<file path="src/rtl/imem_loader_if.sv">
// Byte-stream input and instruction-memory write port of the program loader.
interface imem_loader_if #(
    parameter int ADDR_W = 16
);
    logic [7:0]        i_byte;
    logic              i_valid;
    logic              o_ready;
    logic              i_restart;
    logic              o_we;
    logic [ADDR_W-1:0] o_waddr;
    logic [15:0]       o_wdata;
    logic              o_cpu_rst;
    logic              o_done;
    logic              o_err;

    modport slave (
        input  i_byte, i_valid, i_restart,
        output o_ready, o_we, o_waddr, o_wdata, o_cpu_rst, o_done, o_err
    );

    modport master (
        output i_byte, i_valid, i_restart,
        input  o_ready, o_we, o_waddr, o_wdata, o_cpu_rst, o_done, o_err
    );
endinterface

</file>
<file path="src/rtl/imem_loader.sv">
// Loads a length-prefixed big-endian word stream into instruction memory.
// Define LOADER_CHECKSUM_EN to require a trailing XOR checksum byte.
module imem_loader #(
    parameter int MAX_WORDS = 1024,
    parameter int ADDR_W    = 16
) (
    input  logic           i_clk,
    input  logic           i_rst,
    imem_loader_if.slave   bus
);
    typedef enum logic [2:0] {
        LEN_HI, LEN_LO, DATA_HI, DATA_LO,
`ifdef LOADER_CHECKSUM_EN
        CHK,
`endif
        DONE, ERR
    } state_t;

    typedef struct packed {
        logic ready;
        logic cpu_rst;
        logic done;
        logic err;
    } flags_t;

    function automatic flags_t flags_of(state_t s);
        flags_t f;
        f.ready   = (s != DONE) && (s != ERR);
        f.cpu_rst = (s != DONE);
        f.done    = (s == DONE);
        f.err     = (s == ERR);
        return f;
    endfunction

`ifdef LOADER_CHECKSUM_EN
    localparam state_t END_STATE = CHK;
`else
    localparam state_t END_STATE = DONE;
`endif
    localparam logic [31:0] MAX_W32 = MAX_WORDS;

    state_t            state;
    flags_t            flags;
    logic [7:0]        hi;
    logic [15:0]       len;
    logic [15:0]       widx;
    logic              we;
    logic [ADDR_W-1:0] waddr;
    logic [15:0]       wdata;
    logic [15:0]       len_in;
`ifdef LOADER_CHECKSUM_EN
    logic [7:0]        csum;
`endif

    assign len_in = {hi, bus.i_byte};

    // Outputs are computed from the destination state at each transition, so all are registered.
    always_ff @(posedge i_clk) begin
        if (i_rst) begin
            state <= LEN_HI;
            flags <= flags_of(LEN_HI);
            hi    <= '0;
            len   <= '0;
            widx  <= '0;
            we    <= 1'b0;
            waddr <= '0;
            wdata <= '0;
`ifdef LOADER_CHECKSUM_EN
            csum  <= '0;
`endif
        end else begin
            we <= 1'b0;
            case (state)
                DONE, ERR: begin
                    if (bus.i_restart) begin
                        state <= LEN_HI;
                        flags <= flags_of(LEN_HI);
                        widx  <= '0;
                        waddr <= '0;
`ifdef LOADER_CHECKSUM_EN
                        csum  <= '0;
`endif
                    end
                end
                default: begin
                    // Every non-terminal state is ready, so i_valid alone means a transfer.
                    if (bus.i_valid) begin
`ifdef LOADER_CHECKSUM_EN
                        csum <= csum ^ bus.i_byte;
`endif
                        case (state)
                            LEN_HI: begin
                                hi    <= bus.i_byte;
                                state <= LEN_LO;
                                flags <= flags_of(LEN_LO);
                            end
                            LEN_LO: begin
                                len <= len_in;
                                if (len_in == 16'd0) begin
                                    state <= END_STATE;
                                    flags <= flags_of(END_STATE);
                                end else if ({16'd0, len_in} > MAX_W32) begin
                                    state <= ERR;
                                    flags <= flags_of(ERR);
                                end else begin
                                    state <= DATA_HI;
                                    flags <= flags_of(DATA_HI);
                                end
                            end
                            DATA_HI: begin
                                hi    <= bus.i_byte;
                                state <= DATA_LO;
                                flags <= flags_of(DATA_LO);
                            end
                            DATA_LO: begin
                                we    <= 1'b1;
                                wdata <= {hi, bus.i_byte};
                                waddr <= ADDR_W'(widx);
                                widx  <= widx + 16'd1;
                                if (widx + 16'd1 == len) begin
                                    state <= END_STATE;
                                    flags <= flags_of(END_STATE);
                                end else begin
                                    state <= DATA_HI;
                                    flags <= flags_of(DATA_HI);
                                end
                            end
`ifdef LOADER_CHECKSUM_EN
                            CHK: begin
                                if (bus.i_byte == csum) begin
                                    state <= DONE;
                                    flags <= flags_of(DONE);
                                end else begin
                                    state <= ERR;
                                    flags <= flags_of(ERR);
                                end
                            end
`endif
                            default: ;
                        endcase
                    end
                end
            endcase
        end
    end

    assign bus.o_ready   = flags.ready;
    assign bus.o_cpu_rst = flags.cpu_rst;
    assign bus.o_done    = flags.done;
    assign bus.o_err     = flags.err;
    assign bus.o_we      = we;
    assign bus.o_waddr   = waddr;
    assign bus.o_wdata   = wdata;
endmodule

</file>
<file path="src/flat_wrapper.sv">
// flat-port wrapper written by rule: the top's interface ports become plain ports
module imem_loader_flat 
#(
    parameter int MAX_WORDS = 1024,
    parameter int ADDR_W    = 16
)
  (i_clk, i_rst, bus_i_byte, bus_i_valid, bus_i_restart, bus_o_ready, bus_o_we, bus_o_waddr, bus_o_wdata, bus_o_cpu_rst, bus_o_done, bus_o_err);
  imem_loader_if #(.ADDR_W(ADDR_W)) bus_i ();
  input  logic i_clk;
  input  logic i_rst;
  input wire logic [$bits(bus_i.i_byte)-1:0] bus_i_byte;
  input wire logic [$bits(bus_i.i_valid)-1:0] bus_i_valid;
  input wire logic [$bits(bus_i.i_restart)-1:0] bus_i_restart;
  output wire logic [$bits(bus_i.o_ready)-1:0] bus_o_ready;
  output wire logic [$bits(bus_i.o_we)-1:0] bus_o_we;
  output wire logic [$bits(bus_i.o_waddr)-1:0] bus_o_waddr;
  output wire logic [$bits(bus_i.o_wdata)-1:0] bus_o_wdata;
  output wire logic [$bits(bus_i.o_cpu_rst)-1:0] bus_o_cpu_rst;
  output wire logic [$bits(bus_i.o_done)-1:0] bus_o_done;
  output wire logic [$bits(bus_i.o_err)-1:0] bus_o_err;
  assign bus_i.i_byte = bus_i_byte;
  assign bus_i.i_valid = bus_i_valid;
  assign bus_i.i_restart = bus_i_restart;
  assign bus_o_ready = bus_i.o_ready;
  assign bus_o_we = bus_i.o_we;
  assign bus_o_waddr = bus_i.o_waddr;
  assign bus_o_wdata = bus_i.o_wdata;
  assign bus_o_cpu_rst = bus_i.o_cpu_rst;
  assign bus_o_done = bus_i.o_done;
  assign bus_o_err = bus_i.o_err;
  imem_loader #(.MAX_WORDS(MAX_WORDS), .ADDR_W(ADDR_W)) u_core (.i_clk(i_clk), .i_rst(i_rst), .bus(bus_i));
endmodule
</file>
<file path="config.mk">
export PLATFORM = sky130hd
export DESIGN_NAME = imem_loader_flat
export DESIGN_NICKNAME = d
export VERILOG_FILES = /design/src/rtl/imem_loader_if.sv /design/src/rtl/imem_loader.sv /design/src/flat_wrapper.sv
export SDC_FILE = /design/constraint.sdc
export NUM_CORES = 1
export LEC_CHECK = 0
export ABC_AREA = 1
export CORE_MARGIN = 4
export CORE_UTILIZATION = 39
export CTS_BUF_LIST = sky130_fd_sc_hd__clkbuf_16
export CTS_CLUSTER_SIZE = 12
export DETAILED_ROUTE_END_ITERATION = 10
export MAX_ROUTING_LAYER = met4
export SETUP_SLACK_MARGIN = 0.5
export SYNTH_ARGS = -nofsm -noshare
export SYNTH_HDL_FRONTEND = slang
export SYNTH_SLANG_ARGS = --single-unit
</file>
<file path="constraint.sdc">
create_clock -name i_clk -period 4.55 [get_ports i_clk]
set_clock_uncertainty 0.15 [all_clocks]
set_input_delay 0.91 -clock i_clk [delete_from_list [all_inputs] [get_ports i_clk]]
set_output_delay 0.91 -clock i_clk [all_outputs]
set_load 0.02 [all_outputs]
</file>
==> results of run 1 <==
area by class of cell:
class / count / area [µm²] / share of cell area [%]
Clock inverter: 7 / 77.6 / 1.66
Clock buffer: 9 / 225 / 4.83
Inverter: 63 / 236 / 5.07
Tap cell: 129 / 161 / 3.46
Multi-Input combinational cell: 393 / 1860 / 39.9
Sequential cell: 80 / 1600 / 34.3
Timing Repair Buffer: 51 / 503 / 10.8
per-layer routing:
layer	up-vias	part of all wire, %	global-route usage, %
li1	1896	-	-
met4	0	1.5	6.38
met5	-	0	-
met1	1615	49	24.7
met3	11	3.8	2.43
met2	84	46	30.5
registers in the layout (all words and copies together), names as in the netlist, 3 cells and up:
name,flops
u_core.widx,16
u_core.bus.o_waddr,16
u_core.len,16
u_core.hi,8
u_core.state,3
u_core.bus.o_wdata,16
worst max-delay path, stage by stage:
cell,delay (ns)
clkdlybuf4s50_1,0.47
inv_1,0.11
nor2_2,0.06
inv_1,0.28
nand2_1,0.12
inv_1,0.69
nand2_1,0.12
a21oi_1,0.17
worst max-delay path by stage:
stage	start	end	depth (start not counted)
final	bus_i_valid	u_core.widx[13]	8
after global routing	bus_i_valid	u_core.widx[10]	8
after CTS	bus_i_valid	u_core.widx[10]	8
after detailed placement	bus_i_valid	u_core.widx[13]	8
after global placement	bus_i_valid	u_core.widx[11]	8
after floorplan	bus_i_byte[3]	u_core.state[1]	10
placed cells by master (no fill, tap or decap):
| cell | synthesis | final |
|---|---|---|
| a21oi_1 | 49 | 49 |
| a31oi_1 | 1 | 1 |
| buf_4 | 0 | 3 |
| bufinv_16 | 0 | 1 |
| clkbuf_16 | 0 | 9 |
| clkdlybuf4s50_1 | 0 | 48 |
| clkinv_2 | 0 | 1 |
| clkinv_4 | 0 | 1 |
| clkinvlp_4 | 0 | 1 |
| dfxtp_1 | 80 | 80 |
| ha_1 | 1 | 1 |
| inv_1 | 63 | 63 |
| inv_6 | 0 | 3 |
| nand2_1 | 135 | 135 |
| nand2_2 | 8 | 8 |
| nand3_1 | 66 | 66 |
| nand3_2 | 2 | 2 |
| nand4_1 | 8 | 8 |
| nand4_2 | 1 | 1 |
| nor2_1 | 44 | 43 |
| nor2_2 | 7 | 8 |
| nor2_4 | 5 | 5 |
| nor3_1 | 4 | 4 |
| nor4_1 | 1 | 1 |
| nor4b_1 | 1 | 1 |
| o21ai_0 | 54 | 54 |
| o21ai_1 | 3 | 3 |
| o32ai_1 | 1 | 1 |
| xnor3_1 | 1 | 1 |
| xor2_1 | 1 | 1 |
per-stage QoR:
step           area [µm²]  cells  utilization (%)
3_5_place_dp         4360    716             46.8
6_report             4670    732             50.0
2_1_floorplan        3780    557                -
4_1_cts              4670    732             50.0
5_1_grt              4670    732             50.0
3_3_place_gp         4360    716             46.8
kinds of logic after synthesis:
family	after synthesis
DFF	80
AOI/OAI and AO/OA	108
xor gates and xnor gates	2
adders and majority gates	1
and+or+nand+nor	282
buffers and inverters	84
power groups by stage:
stage / clock network (µW) / logic (µW) / registers, µW
4_1_cts: 756 / 225 / 767
5_1_grt: 790 / 255 / 771
3_5_place_dp: 0 / 223 / 782
2_1_floorplan: 0 / 150 / 781
3_3_place_gp: 0 / 220 / 781
6_report: 742 / 224 / 767
==> load_flow_metrics.sql, run 1 <==
INSERT INTO impl_metrics (metric_group, metric, value, unit) VALUES
('drt', 'drc', '0', ''),
('critical_path', 'cp.required', '4.66', 'ns'),
('layout', 'finalNetCount', '611', ''),
('placement', 'io_buffer_count', '48', ''),
('pwr', 'cellInternalPower', '1250', 'µW'),
('yosys', 'synthDominantAreaCellType', 'dfxtp_1', ''),
('yosys', 'synth-edff-count', '0', ''),
('yosys', 'ys_async_sr_fraction', '0', '%'),
('placement', 'gp_routability_congestion', '0.872', ''),
('yosys', 'syn-cell-area', '3780', 'µm²'),
('pwr', 'seq_power_share', '44.3', '%'),
('timing', 'max_slew_margin', '30.6', '%'),
('floorplanning', 'die_w', '106', 'µm'),
('timing', 'setup_viol', '0', ''),
('timing', 'final_hold_violation_count', '0', ''),
('floorplanning', 'start_util', '40.5', '%'),
('yosys', 'yosys.cell_types.count', '24', ''),
('floorplanning', 'num_io_pins', '49', ''),
('layout', 'antenna-diode-count', '0', ''),
('timing', 'fin_crit_sh', '62.2', '%'),
('worst_hold_path', 'worst_hold_path.endpoint', 'u_core.bus.o_done', ''),
('grt', 'initial_antenna_violation_count', '0', ''),
('yosys', 'ys_ff_latch', '80', ''),
('floorplanning', 'y_dimension_of_the_die', '106', 'µm'),
('clock_network', 'tritoncts_num_sinks', '80', ''),
('floorplanning', 'rows', '35', ''),
('critical_path', 'crit_fanout', '30', ''),
('pwr', 'clock_power_share', '42.8', '%'),
('grt', 'grt_overflow_total', '0', ''),
('drt', 'drt-pass1-iter-count', '5', ''),
('drt', 'route.final.wire_length', '10000', 'µm'),
('worst_hold_path', 'whs_path_depth', '2', ''),
('pwr', 'powerDensity', '371', 'nW/µm²'),
('yosys', 'synth-compound-area-share', '14.4', '%'),
('yosys', 'synth_simple_gate_area_share', '33.6', '%'),
('critical_path', 'critPathKind', 'in2reg', ''),
('pwr', 'static-leakage-power', '0.00185', 'µW'),
('yosys', 'yosys_most_used_dff', 'dfxtp_1', ''),
('critical_path', 'r2r.worst_path.cells', '5', ''),
('drt', 'detailedRoute.firstIterationViolations', '145', ''),
('critical_path', 'endpoint_kind', 'flip-flop', ''),
('clock_network', 'cts.reportedPaths.clkPinSlew', '0.06', 'ns'),
('grt', 'grt_pass1_wl', '16700', 'µm'),
('worst_hold_path', 'hold_path_startpoint', 'u_core.bus.o_done', ''),
('placement', 'sum_of_net_half_perimeters_after_detailed_placement', '7230', 'µm'),
('yosys', 'synthesis.area_per_instance', '6.78', 'µm²'),
('timing', 'hold_ws', '0.316', 'ns'),
('timing', 'rsz0062_at_grt', 'false', ''),
('timing', 'post-route-worst-setup-slack', '1.72', 'ns'),
('critical_path', 'r2r_slack', '1.97', 'ns'),
('status', 'outcome', 'completed', ''),
('timing', 'final_period_minus_worst_setup_slack', '2.83', 'ns'),
('drt', 'routed-via-count', '3606', ''),
('yosys', 'synth_top_family_by_area', 'simple AND/OR/NAND/NOR gates', ''),
('grt', 'gr-usage-all-layers', '18.9', '%'),
('critical_path', 'crit_arrival', '2.94', 'ns'),
('pwr', 'power.share.combinational', '12.9', '%'),
('clock_network', 'tritoncts.num_buffers', '9', ''),
('drt', 'avgViaCountPerCell', '4.93', ''),
('drt', 'antenna_left', '0', ''),
('critical_path', 'capture_instance_of_the_worst_register_to_register_path', 'u_core.len[6]', ''),
('timing', 'finalSetupTns', '0', 'ns'),
('layout', 'share_of_final_layout_standard_cells_stronger_than_drive_strength_1', '7.13', '%'),
('clock_network', 'clk_root_buffer_cell', 'clkbuf_16', ''),
('pwr', 'switching_share', '28.0', '%'),
('yosys', 'yosys-top-cells-count', '135 x nand2_1, 80 x dfxtp_1, 66 x nand3_1', ''),
('layout', 'syn_to_final_growth', '23.6', '%'),
('worst_hold_path', 'hold_class', 'reg2reg', ''),
('pwr', 'power.ir.vdd_worst', '0.229', 'mV'),
('critical_path', 'timing.critical_path.from_type', 'input pin', ''),
('drt', 'routedWlPerCell', '13.7', 'µm');
No activity file was read; power rests on OpenSTA's default activity.
==> run 2: changes to the inputs <==
==> constraint.sdc (replaced) <==
create_clock -name i_clk -period 2.45 [get_ports i_clk]
set_clock_uncertainty 0.15 [all_clocks]
set_input_delay 0.49 -clock i_clk [delete_from_list [all_inputs] [get_ports i_clk]]
set_output_delay 0.49 -clock i_clk [all_outputs]
set_load 0.02 [all_outputs]
==> load_flow_metrics.sql, run 2 (synthesis gave the netlist of run 1 again) <==
INSERT INTO impl_metrics (metric_group, metric, value, unit) VALUES
('drt', 'drc', '0', ''),
('timing', 'final_period_minus_worst_setup_slack', '2.09', 'ns'),
('critical_path', 'crit_arrival', '2.17', 'ns'),
('timing', 'worst-slew-pin-transition', '0.323', 'ns'),
('run', 'max_cap_viol_count', '0', ''),
('pwr', 'switchingPower', '995', 'µW'),
('floorplanning', 'y_dimension_of_the_die', '106', 'µm'),
('timing', 'fin_crit_sh', '85.2', '%'),
('drt', 'route.final.wire_length', '10700', 'µm'),
('drt', 'routedWlPerCell', '14.1', 'µm'),
('pwr', 'powerDensity', '640', 'nW/µm²'),
('critical_path', 'r2r.worst_path.cells', '11', ''),
('clock_network', 'h-tree-depth', '3', ''),
('drt', 'detailedRoute.firstIterationViolations', '169', ''),
('pwr', 'switching_share', '30.5', '%'),
('timing', 'maxSlewViolCount', '0', ''),
('placement', 'gp_routability_congestion', '0.854', ''),
('worst_hold_path', 'hold_class', 'reg2reg', ''),
('worst_hold_path', 'worst_hold_path.endpoint', 'u_core.len[5]', ''),
('clock_network', 'cts_tree', 'done', ''),
('grt', 'grt_pass1_vias', '3687', ''),
('pwr', 'power.ir.vdd_worst', '0.409', 'mV'),
('critical_path', 'worstReg2RegStart', 'u_core.widx[11]', ''),
('timing', 'setup_viol', '0', ''),
('drt', 'avgViaCountPerCell', '4.95', ''),
('floorplanning', 'die_area', '11300', 'µm²'),
('layout', 'share_of_final_layout_standard_cells_stronger_than_drive_strength_1', '17.4', '%'),
('layout', 'finalNetCount', '633', ''),
('worst_hold_path', 'hold_path_startpoint', 'u_core.len[5]', ''),
('critical_path', 'crit_chain', 'inv_1 > nor3_2 > nand4_1 > nand3_1 > nand2_1 > nor2_1 > nand3_2 > nand2_2 > nand2_2 > o21ai_2 > nand2_1', ''),
('pwr', 'cellInternalPower', '2260', 'µW'),
('critical_path', 'timing.critical_path.from_type', 'flip-flop', ''),
('critical_path', 'r2r_slack', '0.36', 'ns'),
('timing', 'rsz0062_at_grt', 'true', ''),
('layout', 'fin_cells', '754', ''),
('placement', 'io_buffer_count', '48', ''),
('worst_hold_path', 'whs_path_depth', '2', ''),
('layout', 'final_common_cell', 'nand2_1', ''),
('grt', 'gr-usage-all-layers', '20.2', '%'),
('drt', 'drt-pass1-iter-count', '5', ''),
('timing', 'timing.fmax', '479', 'MHz'),
('critical_path', 'critical-path-top-delay-family', 'simple AND/OR/NAND/NOR gates', ''),
('floorplanning', 'start_util', '40.5', '%'),
('timing', 'max_slew_margin', '78.2', '%'),
('clock_network', 'clk_latency', '0.35', 'ns'),
('floorplanning', 'die_w', '106', 'µm'),
('grt', 'grt_max_degree', '56', ''),
('placement', 'sum_of_net_half_perimeters_after_detailed_placement', '7700', 'µm'),
('floorplanning', 'rows', '35', ''),
('grt', 'grt_pass1_wl', '17800', 'µm'),
('pwr', 'power.share.combinational', '14.7', '%'),
('status', 'outcome', 'completed', ''),
('pwr', 'clock_power_share', '41.8', '%'),
('critical_path', 'endpoint_kind', 'flip-flop', ''),
('layout', 'antenna-diode-count', '0', ''),
('critical_path', 'cp.required', '2.53', 'ns'),
('pwr', 'static-leakage-power', '0.00247', 'µW'),
('clock_network', 'tritoncts_num_sinks', '80', ''),
('placement', 'placed_cells_incl_taps', '728', ''),
('clock_network', 'max-clock-path-buffers', '2', ''),
('timing', 'finalSetupTns', '0', 'ns'),
('clock_network', 'tritoncts.num_buffers', '9', ''),
('drt', 'routed-via-count', '3729', ''),
('floorplanning', 'num_io_pins', '49', ''),
('layout', 'syn_to_final_growth', '34.9', '%'),
('layout', 'layout_common_cells', '124 x nand2_1, 70 x dfxtp_1, 59 x inv_1, 59 x nand3_1, 54 x o21ai_0', ''),
('drt', 'antenna_left', '0', ''),
('critical_path', 'crit_fanout', '4', ''),
('critical_path', 'cp_slowest_cell', 'dfxtp_1', ''),
('timing', 'final_hold_violation_count', '0', ''),
('floorplanning', 'coreArea', '9330', 'µm²'),
('grt', 'grt_overflow_total', '0', ''),
('critical_path', 'critPathKind', 'reg2reg', ''),
('critical_path', 'critical_path.n_buffers_inverters', '1', ''),
('clock_network', 'cts.reportedPaths.clkPinSlew', '0.07', 'ns'),
('grt', 'initial_antenna_violation_count', '0', ''),
('pwr', 'seq_power_share', '43.4', '%'),
('critical_path', 'capture_instance_of_the_worst_register_to_register_path', 'u_core.bus.o_cpu_rst', ''),
('critical_path', 'critical_path.max_stage_delay', '0.40', 'ns'),
('clock_network', 'clk_root_buffer_cell', 'clkbuf_16', '');
## run 2: cell count changes in the layout (fill, tap and decap cells not counted), sizes merged, moves of 2 or more
cell / delta
buf: +22
clkdlybuf4s50: -29
dlygate4sd2: +4
dlymetal6s2s: +25
inv: +2
## run 2: stage by stage
stage | util (%) | instance area (µm²) | worst slack, ns | hold slack, ns | total power [µW]
2_1_floorplan | - | 3780 | 0.519 | 0.294 | 1730
3_3_place_gp | 47.9 | 4470 | 0.133 | 0.304 | 1890
3_5_place_dp | 47.9 | 4470 | 0.104 | 0.312 | 1890
4_1_cts | 52.3 | 4880 | 0.358 | 0.321 | 3250
5_1_grt | 54.6 | 5090 | 0.199 | 0.339 | 3400
6_report | 54.6 | 5090 | 0.363 | 0.322 | 3260
## run 2: worst max-delay path by stage
stage                          startpoint  depth (start not counted)               endpoint
final                     u_core.widx[11]                         11   u_core.bus.o_cpu_rst
after CTS                  u_core.widx[0]                         14   u_core.bus.o_cpu_rst
after global routing       u_core.widx[0]                         14   u_core.bus.o_cpu_rst
after floorplan            u_core.widx[0]                         12     u_core.bus.o_ready
after detailed placement      bus_i_valid                          7  u_core.bus.o_waddr[3]
after global placement      bus_i_byte[3]                         10     u_core.bus.o_ready
## run 2: final cells by class
type	instances	area, µm²
Clock buffer	9	225
Clock inverter	7	72.6
Fill cell	919	4230
Inverter	63	236
Multi-Input combinational cell	393	2030
Sequential cell	80	1630
Tap cell	129	161
Timing Repair Buffer	73	738
## run 2: power by group through the flow
stage / Clock [µW] / Combinational (µW) / Sequential [µW]
6_report: 1360 / 480 / 1420
5_1_grt: 1440 / 536 / 1420
4_1_cts: 1370 / 457 / 1420
3_5_place_dp: 0 / 442 / 1450
3_3_place_gp: 0 / 437 / 1450
2_1_floorplan: 0 / 278 / 1450
## run 2: routing by layer
layer | vias to the layer above | share of wire [%] | track usage, % | wire [µm]
met4 | 0 | 1.4 | 6.29 | 148
met5 | - | 0 | - | 0
met3 | 13 | 3.2 | 2.73 | 340
met1 | 1697 | 48 | 25.9 | 5070
met2 | 74 | 48 | 33.2 | 5110
li1 | 1945 | - | - | -
## run 2: what timing repair did
item | in CTS | in global routing
pin swaps | 12 | 23
setup buffers | 6 | 4
resized for setup | 28 | 63
hold buffers | 0 | 0
endpoints found under the setup margin | 24 | 57
hold endpoints to repair | 0 | 0
## run 2: worst min-delay path: stages (launching register included)
cell and delay, ns:
dfxtp_1 0.31, inv_1 0.06, a21oi_1 0.05
==> run 3: changes to the inputs <==
--- a/config.mk
+++ b/config.mk
@@ -13,6 +13,7 @@
 export DETAILED_ROUTE_END_ITERATION = 10
 export MAX_ROUTING_LAYER = met4
 export SETUP_SLACK_MARGIN = 0.5
+export SKIP_LAST_GASP = 1
 export SYNTH_ARGS = -nofsm -noshare
 export SYNTH_HDL_FRONTEND = slang
 export SYNTH_SLANG_ARGS = --single-unit
==> results of run 3 <==
Same layout as run 2: the final DEF is identical, and so are final timing and power.
